`src/rtl/dual_port_bank_access_ctrl_pkg.sv`:
```
// ---------------------------------------------------------------------------
// dual_port_mem_pkg
// Shared definitions for the dual-port banked memory access controller.
//   BANK_BITS     : number of upper address bits that select a bank
//   ADDR_PER_BANK : number of lower address bits that index within a bank
//   bank_of()     : extracts the bank field from a word address
//   prio_e        : which port wins a same-address collision
// The geometry constants describe the default memory configuration.
// ---------------------------------------------------------------------------
package dual_port_mem_pkg;

   localparam int NUM_BANK_DEF   = 4;
   localparam int ADDR_TOTAL_DEF = 10;
   localparam int BANK_BITS      = $clog2(NUM_BANK_DEF);
   localparam int ADDR_PER_BANK  = ADDR_TOTAL_DEF - BANK_BITS;

   typedef enum logic {
      PRIO_A = 1'b0,
      PRIO_B = 1'b1
   } prio_e;

   function automatic logic [BANK_BITS-1:0] bank_of(input logic [ADDR_TOTAL_DEF-1:0] addr);
      return addr[ADDR_TOTAL_DEF-1 -: BANK_BITS];
   endfunction

endpackage

```
`src/rtl/dual_port_bank_access_ctrl_rd_rsp_pipe.sv`:
```
// ---------------------------------------------------------------------------
// rd_rsp_pipe
// Per-port read-response valid tracker. A 1 is pushed for each memory read
// cycle and emerges RD_LAT cycles later, lining up with valid memory data.
// Ports:
//   i_clk   : clock
//   i_rst_n : synchronous active-low reset; flushes all in-flight reads
//   i_push  : memory read issued this cycle
//   o_vld   : memory read data is valid this cycle
// ---------------------------------------------------------------------------
module rd_rsp_pipe #(
   parameter int RD_LAT = 1
) (
   input  logic i_clk,
   input  logic i_rst_n,
   input  logic i_push,
   output logic o_vld
);

   logic [RD_LAT-1:0] vld_sr;

   // Shift form works for any RD_LAT >= 1 without a zero-width slice.
   always_ff @(posedge i_clk) begin
      if (!i_rst_n) begin
         vld_sr <= '0;
      end else begin
         vld_sr <= (vld_sr << 1) | RD_LAT'(i_push);
      end
   end

   assign o_vld = vld_sr[RD_LAT-1];

endmodule

```
`src/rtl/dual_port_bank_access_ctrl.sv`:
```
// ---------------------------------------------------------------------------
// dual_port_bank_access_ctrl
// Drives both ports of a dual-port banked memory from two independent
// valid/ready request streams. Same-address collisions involving a write
// are arbitrated round-robin; read data is returned as response pulses.
// Ports:
//   i_clk, i_rst_n                  : clock, synchronous active-low reset
//   i_req_valid_x / o_req_ready_x   : request handshake per port (x = a, b)
//   i_req_we_x, i_req_addr_x,
//   i_req_wdata_x                   : request write-enable, address, data
//   o_rsp_valid_x, o_rsp_rdata_x    : read response pulse and data
//   o_mem_en_x, o_mem_we_x,
//   o_mem_addr_x, o_mem_din_x       : registered memory port controls
//   i_mem_dout_x                    : memory read data
//   o_conflict_cnt                  : saturating count of collision cycles
// ---------------------------------------------------------------------------
module dual_port_bank_access_ctrl
   import dual_port_mem_pkg::*;
#(
   parameter int WIDTH      = 12,
   parameter int ADDR_TOTAL = 10,
   parameter int NUM_BANK   = 4,
   parameter int RD_LAT     = 1
) (
   input  logic                  i_clk,
   input  logic                  i_rst_n,
   input  logic                  i_req_valid_a,
   input  logic                  i_req_valid_b,
   output logic                  o_req_ready_a,
   output logic                  o_req_ready_b,
   input  logic                  i_req_we_a,
   input  logic                  i_req_we_b,
   input  logic [ADDR_TOTAL-1:0] i_req_addr_a,
   input  logic [ADDR_TOTAL-1:0] i_req_addr_b,
   input  logic [WIDTH-1:0]      i_req_wdata_a,
   input  logic [WIDTH-1:0]      i_req_wdata_b,
   output logic                  o_rsp_valid_a,
   output logic                  o_rsp_valid_b,
   output logic [WIDTH-1:0]      o_rsp_rdata_a,
   output logic [WIDTH-1:0]      o_rsp_rdata_b,
   output logic                  o_mem_en_a,
   output logic                  o_mem_en_b,
   output logic                  o_mem_we_a,
   output logic                  o_mem_we_b,
   output logic [ADDR_TOTAL-1:0] o_mem_addr_a,
   output logic [ADDR_TOTAL-1:0] o_mem_addr_b,
   output logic [WIDTH-1:0]      o_mem_din_a,
   output logic [WIDTH-1:0]      o_mem_din_b,
   input  logic [WIDTH-1:0]      i_mem_dout_a,
   input  logic [WIDTH-1:0]      i_mem_dout_b,
   output logic [15:0]           o_conflict_cnt
);

   localparam int BANK_W = $clog2(NUM_BANK);
   localparam int OFF_W  = ADDR_TOTAL - BANK_W;

   prio_e                 prio;
   logic                  same_bank;
   logic                  same_off;
   logic                  collision;
   logic                  acc_a;
   logic                  acc_b;
   logic                  mem_en_a_p1;
   logic                  mem_en_b_p1;
   logic                  mem_we_a_p1;
   logic                  mem_we_b_p1;
   logic [ADDR_TOTAL-1:0] mem_addr_a_p1;
   logic [ADDR_TOTAL-1:0] mem_addr_b_p1;
   logic [WIDTH-1:0]      mem_din_a_p1;
   logic [WIDTH-1:0]      mem_din_b_p1;
   logic [15:0]           conflict_cnt;
   logic                  rsp_vld_a;
   logic                  rsp_vld_b;

   // Bank and in-bank offset compared separately; together they form the
   // full word address.
   assign same_bank = (i_req_addr_a[ADDR_TOTAL-1 -: BANK_W] == i_req_addr_b[ADDR_TOTAL-1 -: BANK_W]);
   assign same_off  = (i_req_addr_a[OFF_W-1:0] == i_req_addr_b[OFF_W-1:0]);

   // Read-read to one address is harmless on a true dual-port memory.
   assign collision = i_req_valid_a & i_req_valid_b & same_bank & same_off
                    & (i_req_we_a | i_req_we_b);

   // Ready is held low during reset so nothing is accepted.
   assign o_req_ready_a = i_rst_n & (~collision | (prio == PRIO_A));
   assign o_req_ready_b = i_rst_n & (~collision | (prio == PRIO_B));

   assign acc_a = i_req_valid_a & o_req_ready_a;
   assign acc_b = i_req_valid_b & o_req_ready_b;

   // Issue stage: accepted requests land on the memory port one cycle later.
   always_ff @(posedge i_clk) begin
      if (!i_rst_n) begin
         prio          <= PRIO_A;
         conflict_cnt  <= '0;
         mem_en_a_p1   <= 1'b0;
         mem_en_b_p1   <= 1'b0;
         mem_we_a_p1   <= 1'b0;
         mem_we_b_p1   <= 1'b0;
         mem_addr_a_p1 <= '0;
         mem_addr_b_p1 <= '0;
         mem_din_a_p1  <= '0;
         mem_din_b_p1  <= '0;
      end else begin
         // Priority passes to the loser so neither port can starve.
         if (collision) begin
            if (prio == PRIO_A) begin
               prio <= PRIO_B;
            end else begin
               prio <= PRIO_A;
            end
            if (conflict_cnt != 16'hFFFF) begin
               conflict_cnt <= conflict_cnt + 16'd1;
            end
         end
         mem_en_a_p1 <= acc_a;
         mem_en_b_p1 <= acc_b;
         mem_we_a_p1 <= acc_a & i_req_we_a;
         mem_we_b_p1 <= acc_b & i_req_we_b;
         if (acc_a) begin
            mem_addr_a_p1 <= i_req_addr_a;
            mem_din_a_p1  <= i_req_wdata_a;
         end
         if (acc_b) begin
            mem_addr_b_p1 <= i_req_addr_b;
            mem_din_b_p1  <= i_req_wdata_b;
         end
      end
   end

   assign o_mem_en_a     = mem_en_a_p1;
   assign o_mem_en_b     = mem_en_b_p1;
   assign o_mem_we_a     = mem_we_a_p1;
   assign o_mem_we_b     = mem_we_b_p1;
   assign o_mem_addr_a   = mem_addr_a_p1;
   assign o_mem_addr_b   = mem_addr_b_p1;
   assign o_mem_din_a    = mem_din_a_p1;
   assign o_mem_din_b    = mem_din_b_p1;
   assign o_conflict_cnt = conflict_cnt;

   // Response stage: track reads from the memory-enable cycle for RD_LAT cycles.
   rd_rsp_pipe #(.RD_LAT(RD_LAT)) u_rsp_a (
      .i_clk   (i_clk),
      .i_rst_n (i_rst_n),
      .i_push  (mem_en_a_p1 & ~mem_we_a_p1),
      .o_vld   (rsp_vld_a)
   );

   rd_rsp_pipe #(.RD_LAT(RD_LAT)) u_rsp_b (
      .i_clk   (i_clk),
      .i_rst_n (i_rst_n),
      .i_push  (mem_en_b_p1 & ~mem_we_b_p1),
      .o_vld   (rsp_vld_b)
   );

   // Data is passed straight through from the memory and forced to zero
   // outside a response so the bus is quiet when idle or in reset.
   assign o_rsp_valid_a = rsp_vld_a;
   assign o_rsp_valid_b = rsp_vld_b;
   assign o_rsp_rdata_a = rsp_vld_a ? i_mem_dout_a : '0;
   assign o_rsp_rdata_b = rsp_vld_b ? i_mem_dout_b : '0;

endmodule
```
`config.mk`:
```
export PLATFORM = sky130hd
export DESIGN_NAME = dual_port_bank_access_ctrl
export DESIGN_NICKNAME = d
export VERILOG_FILES = /design/src/rtl/dual_port_bank_access_ctrl_pkg.sv /design/src/rtl/dual_port_bank_access_ctrl_rd_rsp_pipe.sv /design/src/rtl/dual_port_bank_access_ctrl.sv
export SDC_FILE = /design/constraint.sdc
export NUM_CORES = 1
export LEC_CHECK = 0
export ABC_AREA = 1
export CELL_PAD_IN_SITES_DETAIL_PLACEMENT = 1
export CELL_PAD_IN_SITES_GLOBAL_PLACEMENT = 2
export CORE_MARGIN = 2
export CORE_UTILIZATION = 21
export DETAILED_ROUTE_END_ITERATION = 6
export GPL_TIMING_DRIVEN = 0
export PLACE_DENSITY_LB_ADDON = 0.15
export SLEW_MARGIN = 30
export SYNTH_ARGS = -nofsm -noshare
export SYNTH_HDL_FRONTEND = slang
export SYNTH_SLANG_ARGS = --single-unit
export TNS_END_PERCENT = 1
```
`constraint.sdc`:
```
create_clock -name i_clk -period 4.6 [get_ports i_clk]
set_input_delay 0.92 -clock i_clk [delete_from_list [all_inputs] [get_ports i_clk]]
set_output_delay 0.92 -clock i_clk [all_outputs]
set_load 0.01 [all_outputs]
```
==> results.txt, run 1 <==
The worst register-to-register path has a setup slack of between 2 and 3 ns. For this run, the number of standard cells in the final layout without fillers is between 900 and 1,000. Wire segments on met2 add up to 5990 um in the final route. The insertion delay of the later-clocked pin in the worst-skew pair came out at 0.33 ns. The worst setup slack after layout is 0.796 ns. The number of standard cells after synthesis came out at roughly 530.

The final count of pins violating max slew came to 0. The part of the power in the clock network is between 40% and 50%. The final count of negative-setup-slack endpoints is 0. The count of flip-flops with a built-in enable after synthesis came out at 0. The static leakage is 2.71 nW.

The async set-reset flop share out of synthesis is 0%. The area of the multi-input gates is 0.00160 mm^2. The share of the clock period used by the worst path after layout is 82.7%. Signal routing reaches up to met4. The post-synth net total is 607. The post-detailed-routing wire length came out at between 10,000 and 15,000 um. The number of port buffers is about 160. At the end of routability-driven placement, the weighted congestion stood at 0.785. The endpoint of the worst-slack reg-to-reg timing path is o_conflict_cnt[7]. After legalization and detailed placement, the total HPWL measured ~9800 um. The total length of routed met3 wires is about 750 um. Setup repair after global routing left no endpoint under its margin. After the last flow step, the layout net total stands at 782. The yosys synthesis warning count is 0. The via count of the first global-routing pass is 3,702.

TritonCTS built the clock tree. The die height is roughly 130 um. The startpoint identified for the worst register-to-register timing path is o_conflict_cnt[0]. The maximum buffer depth of the clock tree came out at 2.

The number of failing hold endpoints at the final stage is 0. The pre-CTS setup slack is 0.770 ns. The fraction of power spent switching nets is between 20% and 30%. The combinational fraction of design power is 16.7%. The number of cells after detailed placement came out at between 900 and 1,000.

The post-synthesis register bit count came out at between 60 and 70. The cell row count is between 40 and 50. The top fanout value on the critical path came out at 4. Gates resized during post-CTS repair numbered 0. From synthesis to final layout, the design area changed by 65.2%. The first-pass GRT wire length came out at 18,800 um.

The die extent in x came out at ~130 um. The final hold slack is 0.407 ns. Among all flip-flop cells after synthesis, the most frequent one is dfxtp_1.

The boundary pin count came out at 166. The overall power came out at ~1.6 mW. Sorting the synthesized cells by how often they occur yields nand2_1 (236), inv_1 (78), dfxtp_1 (67), nand3_1 (46), nor2_1 (34). For this run the aggregate overflow at the end of global routing stands at 0.

The maximum clock skew at final layout is ~0.0054 ns. The post-detailed-route count of antenna-violating nets is 0. In this run, flip-flops and latches consume between 40% and 50% of the power. The final cell utilization of the core came out at 35.3%. For the pin with the worst max-slew slack, the measured transition is 0.629 ns.

The average instance in the mapped netlist occupies ~6.3 um^2. The post-CTS setup-driven buffer insertion count came out at 0. The DRC marker count from the first detailed-route iteration came out at between 100 and 150. The floorplan die area came out at roughly 0.017 mm^2.

The routed layout has about 3,700 vias. The data required time of the critical path came out at about 3.7 ns. The mapped netlist covers about 0.0034 mm^2.

The startpoint of the worst hold path is o_mem_we_a. The instance area after placement came out at 0.00528 mm^2. The setup path with the least slack is of type primary input to output pin. The portion of the post-synthesis area used by sequential elements came out at between 30% and 40%.

The critical path data arrival time came out at ~2.9 ns. The number of cells on the worst reg-to-reg path is 7. The min-delay analysis places its worst path in the category flop to flop.

In the post-synthesis netlist, the cell with the most instances is nand2_1. The cts-stage hold buffer count came out at 0. The max-cap check violation count came out at 0. Along the worst hold path, the cell count comes to 1. The cell type with the largest total area after synthesis is dfxtp_1. In the final layout, the share of cells above drive strength 1 is 5.20%. Clock tree synthesis inserted a total of 9 buffers. The area share of the largest cell type after synthesis came out at between 30% and 40%. The post-detailed-route via-to-cell ratio is ~4.0. For this configuration, the core starts out at a cell density of between 20% and 30%. The net switching power figure is between 300 and 400 uW. The detailed-route DRC error count came out at 0. The total clock sinks is 67. Power spread over the standard cell area amounts to 281 mW/mm^2.

The count of fill cells added during filler insertion came out at between 1,500 and 2,000. The worst slew slack as a fraction of its limit came out at around three fifths. The initial antenna violation count came out at 0. The depth of the CTS H-tree came out at 3. Global routing consumed, over all layers together, 14.3% of the routing resources. The register area came out at 0.00134 mm^2. The internal power summed over all cells came out at ~1.2 mW. STA classifies the critical path startpoint as a primary input. The timing-limited maximum frequency came out at 263 MHz. The register clock-pin slew on the reported worst setup and hold paths came out at about 0.05 ns. The clock period could shrink to 3.80 ns. The peak ir drop on the vdd network came out at around 0.00015 V.

Yosys attributes the largest share of cell area to dfxtp_1 (40%), nand2_1 (26%), inv_1 (8.7%). The core outline area is between 0.015 and 0.02 mm^2. The number of different library cells used by synthesis comes to 26. The final design area excluding fillers came out at roughly 0.0056 mm^2. The total negative slack for setup checks is 0 ns. The pre-antenna-repair detailed-routing pass consisted of 4 iterations. Entering global routing, the biggest net connects 12 pins.

The tree is rooted in a clkbuf_16. The routed wirelength normalized by instance count is around 13 um. The type of element capturing the critical path is an output pin. The flow ran to the end, and the final reports show no timing, DRC or antenna violations.

The met1 wire length is between 5000 and 6000 um. For hold timing, the worst endpoint is u_rsp_a.o_vld. 0 antenna diodes ended up in the layout.
-- worst max-delay path by stage --
stage                     from            end  slack (ns)
2_1_floorplan          i_rst_n  o_req_ready_b        1.81
3_3_place_gp           i_rst_n  o_req_ready_b        0.77
3_5_place_dp           i_rst_n  o_req_ready_b        0.77
4_1_cts                i_rst_n  o_req_ready_b        0.77
5_1_grt        i_req_addr_a[4]  o_req_ready_b        0.61
6_report       i_req_addr_a[4]  o_req_ready_a        0.80
-- critical path, cell delays in order --
cell and delay, ns:
clkdlybuf4s50_1 0.56, inv_2 0.05, nand2_1 0.06, nand2_1 0.05, nor2_1 0.15, nand2_1 0.12, nor2_2 0.17, nand3_1 0.11
nand2_2 0.13, inv_2 0.07, clkdlybuf4s50_1 0.50
-- layer usage --
layer  vias up  global-route usage (%)
li1       1934                       -
met1      1695                    17.1
met2        95                    25.1
met3        13                    3.26
met4         0                    5.26
met5         -                       0
-- state kept, by name (all words and copies together), names as in the netlist --
name	cells
o_conflict_cnt	16
o_mem_din_a	12
o_mem_din_b	12
o_mem_addr_a	10
o_mem_addr_b	10
o_mem_en_a	1
o_mem_en_b	1
o_mem_we_a	1
o_mem_we_b	1
prio	1
u_rsp_a.o_vld	1
u_rsp_b.o_vld	1
-- cells by family (layout without fill, tap and decap cells) --
group           Yosys count  after routing  share of synthesized area (%)
compound gates           15             15                           2.23
xor+xnor                 14             14                           3.64
fa+ha+maj                 1              1                          0.372
buf+inv                 101            280                           12.7
flops                    67             67                           39.8
simple gates            334            334                           41.2
-- area by class of cell --
cell class	instances	share of cell area, %
repair buffers	164	29.5
multi-input cells	364	28.7
flip-flops and latches	67	24.1
inverters	81	5.47
well taps	216	4.86
clock buffers	10	4.12
plain buffers	20	2.23
clock inverters	5	0.990
-- placed cells by master (no fill, tap or decap), types with 3 or more instances in the layout --
cell type        synthesis  routed
inv_1                   78      78
buf_2                    3       3
xnor2_1                  7       7
clkdlybuf4s50_1          0     164
clkbuf_16                0       9
clkbuf_1                 9      10
dfxtp_1                 67      67
nand3_1                 46      46
nor2_1                  34      34
xor2_1                   7       7
a21oi_1                 14      14
inv_2                    3       3
nand2_1                236     236
nand4_1                  3       3
buf_6                    5       5
nor2_2                   3       3
nand3_2                  3       3
-- power groups by stage --
stage	clock network (mW)	logic, mW	registers [mW]
after floorplan	0	0.0813	0.652
after global placement	0	0.261	0.638
after detailed placement	0	0.265	0.640
after CTS	0.704	0.267	0.627
after global routing	0.724	0.288	0.630
final	0.675	0.261	0.627
(Power assumes the default switching activity.)
==> run 2: changes to the inputs <==
--- a/config.mk
+++ b/config.mk
@@ -9,7 +9,7 @@
 export CELL_PAD_IN_SITES_DETAIL_PLACEMENT = 1
 export CELL_PAD_IN_SITES_GLOBAL_PLACEMENT = 2
 export CORE_MARGIN = 2
-export CORE_UTILIZATION = 21
+export CORE_UTILIZATION = 18
 export DETAILED_ROUTE_END_ITERATION = 6
 export GPL_TIMING_DRIVEN = 0
 export PLACE_DENSITY_LB_ADDON = 0.15
==> constraint.sdc (replaced) <==
create_clock -name i_clk -period 3.1 [get_ports i_clk]
set_input_delay 0.62 -clock i_clk [delete_from_list [all_inputs] [get_ports i_clk]]
set_output_delay 0.62 -clock i_clk [all_outputs]
set_load 0.01 [all_outputs]
==> run 2 against run 1 <==
Compared with the run above: wire length up 4.8%; critical path depth stayed put; global-route usage is 0.93 points lower; non-clock buffer count increased by 1; worst setup slack lost 0.62 ns; clock power up 82%; via count rose by 1.3%; sequential power is 48% higher; flip-flop and latch count stayed put; hold slack improved by 0.0054 ns; register-to-register slack got worse by 1.5 ns; critical path type unchanged; critical endpoint unchanged.
==> results.txt, run 2 (same netlist as run 1, synthesis figures left out) <==
The run finished with clean final reports. The insertion delay of the later-clocked pin in the worst-skew pair came out at between 0.3 and 0.4 ns. The post-detailed-route count of antenna-violating nets is 0. The clock tree from TritonCTS is yes. The worst hold endpoint is u_rsp_b.o_vld. The worst hold path belongs to the class flop to flop.

From synthesis to final layout, the design area changed by 68.7%. The routed wirelength normalized by instance count is between 10 and 15 um. The boundary pin count is between 150 and 200.

The tool flagged a number of max-cap violations equal to 0. Buffers placed on the I/O ports in this run total about 160. The instance count along the most critical hold path came out at 1.

For this run, the top clock speed supported by timing is 341 MHz. The slew of the pin with the lowest slew margin came out at ~0.67 ns. The cell row count is 50. The total iterations of the first detailed-routing run is 4.

Between clock sinks in the finished design, the worst skew comes to ~0.0061 ns. The via count of the first global-routing pass came out at 3,959. The layer flagged by global routing as most heavily used is met2. The final period demand of the worst path came out at 2.93 ns. In the layout the commonest cells are nand2_1 (235), clkdlybuf4s50_1 (161), inv_1 (78). The die covers about 0.020 mm^2.

The initial antenna violation count came out at 1. Setup repair after global routing left no endpoint under its margin. The worst register-to-register path begins at o_conflict_cnt[0]. The first-pass GRT wire length came out at just over 20,000 um. The top fanout value on the critical path is 4. The ratio of cells with drive above 1 in the final layout came out at 6.31%. The met3 track utilization from global routing is between 2 and 3%. The detailed-route via count came out at approximately 3,800. The sum of net half-perimeters after detailed placement came out at 10,300 um. The worst reg-to-reg setup slack came out at roughly 1.2 ns. The peak ir drop on the vdd network came out at between 0.0002 and 0.00025 V.

The final hold slack is roughly 0.41 ns. The register clock-pin slew on the reported worst setup and hold paths came out at roughly 0.060 ns. The worst register-to-register path ends at o_conflict_cnt[4]. In this run, placement finished with an instance count of 930.

The cts-stage hold buffer count came out at 0. The weighted congestion at the end of routability-driven global placement is a little over 0.8. The die height came out at 141 um.

Summed over all cells, the static leakage comes to roughly 2.8 nW. The category of the critical setup timing path is primary input to output pin. Wires add up to ~13,000 um.

The total negative slack for setup checks came out at 0 ns. The tree is rooted in a clkbuf_16. The number of failing hold endpoints at the final stage is 0. The worst slew slack as a fraction of its limit came out at 55.6%. The met2 usage is 22.6%. After layout, the worst path uses between 90% and 100% of the clock period. The worst setup path is launched from a primary input.

The final cell count without fillers is around 950. The number of antenna cells inserted is 0. The flip-flop count of the largest register after layout is 16. The data required time of the critical path came out at 2.48 ns. The core outline area came out at around 0.019 mm^2.

STA classifies the critical path endpoint as an output pin. The count of fill cells added during filler insertion is 2,309. The areal power density over the cells is ~450 mW/mm^2. The initial cell density of the core is a little under a fifth. The final net count is 783.

The final count of pins violating max slew is 0. The total routing usage reported by global routing came out at a little over an eighth. The design draws ~2.6 mW. The instance area after placement came out at about 0.0053 mm^2. The met1 usage in global routing came out at 16.7%.

The H-tree generated during clock tree synthesis spans 3 levels. The library cell used most frequently in the layout, excluding fill and tap cells, is nand2_1. The total clock sinks came out at 67.

The post-detailed-route via-to-cell ratio came out at ~4.0. The clock buffer count from CTS came out at 9. The final count of negative-setup-slack endpoints came out at 0. In this run the most critical hold path is launched from o_mem_we_b. The maximum buffer depth of the clock tree came out at 2. The logic depth of the worst register-to-register path is 7. The pin count of the biggest net entering global routing is 13. The critical path data arrival time is 2.31 ns. The DRC marker count from the first detailed-route iteration is 92. The sum of overflow across all layers after global routing is 0. The die extent in x is roughly 140 um. The detailed-route DRC error count is 0. The final design area excluding fillers came out at 0.00568 mm^2.
[run 2: cell types whose count changed in the layout (fill, tap and decap cells not counted), sizes merged]
| cell | previous run | this run |
|---|---|---|
| clkinvlp | 2 | 0 |
| dlygate4sd2 | 0 | 2 |
| clkdlybuf4s50 | 164 | 161 |
| clkinv | 2 | 3 |
| dlymetal6s2s | 0 | 1 |
| bufinv | 1 | 3 |
| buf | 11 | 12 |
[run 2: power breakdown]
part	internal, mW	switching, mW
Clock	0.809	0.421
Combinational	0.215	0.178
Sequential	0.906	0.0233
Total	1.93	0.622
[run 2: per-layer routing]
| metal | routed length [um] | share of wire, % |
|---|---|---|
| met3 | 657 | 5.0 |
| met1 | 6040 | 46 |
| met4 | 209 | 1.6 |
| met2 | 6090 | 47 |
| met5 | 11 | 0.085 |
[run 2: how the worst max path moves through the flow]
| stage | start | to | slack, ns | depth (start not counted) |
|---|---|---|---|---|
| floorplan | i_rst_n | o_req_ready_b | 0.91 | 5 |
| global placement | i_req_addr_b[4] | o_req_ready_b | -0.15 | 11 |
| detailed placement | i_rst_n | o_req_ready_b | -0.19 | 6 |
| CTS | i_req_addr_b[4] | o_req_ready_a | 0.11 | 11 |
| global route | i_req_addr_a[4] | o_req_ready_a | 0.005 | 11 |
| finish | i_req_addr_a[4] | o_req_ready_a | 0.17 | 11 |
[run 2: repair_timing]
action                                  in CTS  in global routing
endpoints found under the setup margin       2                  2
endpoints found under the hold margin        0                  0
resized for setup                            7                  3
setup buffers                                0                  1
[run 2: area by class of cell]
type | instances | area [um^2] | area share (%)
Inverter | 81 | 304 | 5.35
Tap cell | 234 | 293 | 5.15
Timing Repair Buffer | 165 | 1650 | 29.0
Clock inverter | 6 | 113 | 1.98
Buffer | 20 | 125 | 2.20
Sequential cell | 67 | 1340 | 23.6
Clock buffer | 10 | 239 | 4.21
Multi-Input combinational cell | 364 | 1620 | 28.5
[run 2: per-stage QoR]
step	setup slack [ns]	util (%)
2_1_floorplan	0.912	-
3_5_place_dp	-0.190	28.6
4_1_cts	0.110	30.6
3_3_place_gp	-0.154	28.6
5_1_grt	0.00491	30.7
6_report	0.171	30.7
[run 2: critical path, cell delays in order]
cell,delay (ns)
clkdlybuf4s50_1,0.56
inv_2,0.05
nand2_1,0.06
nand2_1,0.08
nor2_4,0.13
nand2_2,0.08
nor2_4,0.12
nand3_1,0.11
nand2_2,0.12
inv_2,0.07
dlygate4sd2_1,0.31
==> run 3: changes to the inputs <==
--- a/config.mk
+++ b/config.mk
@@ -6,10 +6,8 @@
 export NUM_CORES = 1
 export LEC_CHECK = 0
 export ABC_AREA = 1
-export CELL_PAD_IN_SITES_DETAIL_PLACEMENT = 1
-export CELL_PAD_IN_SITES_GLOBAL_PLACEMENT = 2
 export CORE_MARGIN = 2
-export CORE_UTILIZATION = 18
+export CORE_UTILIZATION = 37
 export DETAILED_ROUTE_END_ITERATION = 6
 export GPL_TIMING_DRIVEN = 0
 export PLACE_DENSITY_LB_ADDON = 0.15
==> run 3 against run 2 <==
Compared with the run above: combinational power shrank 3%; non-clock buffer count shrank 1; via count shrank 2.5%; utilization grew 30 points; clock power shrank 48%; die area shrank 50%; count of clock-buffer cells in the layout grew 4; hold slack gained 0.0068 ns.
==> results.txt, run 3 (same netlist as run 1, synthesis figures left out) <==
The number of port buffers is 164. TritonCTS built the clock tree. The post-detailed-route count of antenna-violating nets came out at 0. Leaving out fill and tap cells, the most frequent cells in the layout are nand2_1 (235), clkdlybuf4s50_1 (161), inv_1 (78). Of the cells placed in the final design, the portion with a size suffix greater than 1 is under 10%. The initial antenna violation count came out at 0. The instance count along the most critical hold path came out at 1. The final design area excluding fillers is around 0.0053 mm^2. Max-cap violations in this run came to 0. In the final layout, flip-flops and latches occupy around 0.0013 mm^2. The final count of pins violating max slew came out at 0. The insertion delay of the later-clocked pin in the worst-skew pair came out at 0.34 ns.

The number of failing hold endpoints at the final stage was 0. In this run, post-CTS hold repair placed 0 buffers. The flip-flop count of the largest register after layout came out at 16.

The layout overhead on the synthesized area is 58.4%. The detailed router finished its first iteration with between 100 and 150 violations. The instance area after placement is between 0.005 and 0.006 mm^2. The pin count of the biggest net entering global routing is 11. The static leakage came out at 2.68 nW. Setup repair after global routing left no endpoint under its margin. The repair_antennas step left the layout with diodes totalling 0.

The peak ir drop on the vdd network is 0.000196 V. The share of the clock period used by the worst path after layout came out at 93.6%. The timing-limited maximum frequency came out at 344 MHz. The area of the multi-input gates came out at 0.00161 mm^2.

At the pin with the least slew margin, the transition time is ~0.54 ns. The detailed-route DRC error count came out at 0. The depth of the CTS H-tree is 3. The die extent in x is roughly 99 um. STA classifies the critical path startpoint as a primary input. The maximum clock skew at final layout came out at around 0.0057 ns. Subtracting the final worst setup slack from the clock period gives slightly below 3 ns. The final net count came out at between 700 and 800.

The floorplan die area came out at 0.00988 mm^2. The areal power density over the cells is ~370 mW/mm^2. The category of the critical setup timing path is primary input to output pin. Counting cells, the worst reg-to-reg path comes to 8.

The final count of negative-setup-slack endpoints came out at 0. The flow ran to the end, and the final reports show no timing, DRC or antenna violations. The worst hold path class is flop to flop. CTS saw between 60 and 70 sinks. The total iterations of the first detailed-routing run is 4. Measured against its own limit, the worst slew margin works out to 64.3%. The clock buffer count from CTS came out at 9.

The top fanout value on the critical path came out at 4. The cell row count came out at 34. The via count of the first global-routing pass is about 3,600. The floorplan step defined a core boundary enclosing 0.00876 mm^2.

The die height came out at about 99 um. The worst setup slack after layout came out at approximately 0.2 ns. The boundary pin count came out at 166. Once the floorplan was initialized, standard cells occupied roughly two fifths of the core.

The wire-length estimate of the detail-placed layout is about 7800 um. The detailed-route via count is ~3,700. The total routing usage reported by global routing is 20.5%. The weighted congestion at the end of routability-driven global placement came out at slightly below 0.9. The count of fill cells added during filler insertion came out at 858.

STA classifies the critical path endpoint as an output pin. Leaving out fill and tap cells, the most frequent cell in the layout is nand2_1. The first-pass GRT wire length is between 15,000 and 20,000 um. The post-detailed-routing wire length came out at just under 10,000 um. STA puts the critical path data required time at 2.48 ns. The routed wirelength normalized by instance count came out at between 10 and 15 um.

The critical path data arrival time came out at around 2.3 ns. The cell sitting at the root of the clock tree is a clkbuf_8. The sum of overflow across all layers after global routing came out at 0. The post-detailed-route via-to-cell ratio is between 4 and 5. The register clock-pin slew on the reported worst setup and hold paths is ~0.07 ns. The clock passes through at most 2 buffers.

The pre-CTS setup slack is -0.0436 ns.
run 3: cell types whose count changed in the layout (fill, tap and decap cells not counted), sizes merged:
cell    change
clkbuf      +5
bufinv      -3
buf         -2
clkinv      -1
run 3: routing by layer:
metal  wire (um)  share of wire (%)  vias to the layer above  track usage (%)
met5           0                  0                        -                0
met4         161                1.6                        0             6.85
met3         722                7.3                       10             5.27
met2        4650                 47                      116             35.1
met1        4320                 44                     1633             25.1
li1            -                  -                     1932                -
run 3: worst max-delay path: stages:
cell,delay [ns]
clkdlybuf4s50_1,0.57
nand2_1,0.10
nor2_1,0.10
nand3_1,0.13
nor2_4,0.17
nand3_1,0.10
nand2_2,0.12
inv_2,0.06
dlygate4sd2_1,0.30
run 3: worst paths after layout:
kind | startpoint | endpoint | slack [ns]
worst max-delay path | i_req_valid_a | o_req_ready_a | 0.20
worst min-delay path | o_mem_we_a | u_rsp_a.o_vld | 0.42
worst max register to register | o_conflict_cnt[0] | o_conflict_cnt[13] | 1.26
worst min register to register | o_mem_we_a | u_rsp_a.o_vld | 0.42
run 3: cell type report:
cell class	instances	area share, %
tap	108	2.53
inverter	81	5.70
clock buffer	14	3.05
clock inverter	2	0.188
timing repair buffer	164	30.8
buffer	20	2.35
multi-input combinational	364	30.2
sequential	67	25.2
run 3: per-stage QoR:
step           hold WS (ns)  total power, mW  utilization [%]  setup TNS [ns]  std cells
2_1_floorplan         0.443             1.09                -               0        532
3_3_place_gp          0.401             1.32             58.7         -0.0472        804
3_5_place_dp          0.413             1.33             58.7         -0.0778        804
4_1_cts               0.423             1.97             60.6         -0.0238        820
5_1_grt               0.441             2.06             60.9               0        820
6_report              0.420             1.95             60.9               0        820
run 3: repair_timing:
item	CTS	global route
gates resized for setup	2	7
setup endpoints to repair	2	2
cloned	0	0
buffers inserted	0	0
run 3: report_power, final:
group | internal [mW] | switching (mW) | total, mW
combinational | 0.214 | 0.166 | 0.380
clock | 0.332 | 0.308 | 0.640
sequential | 0.906 | 0.0220 | 0.928
total | 1.45 | 0.496 | 1.95
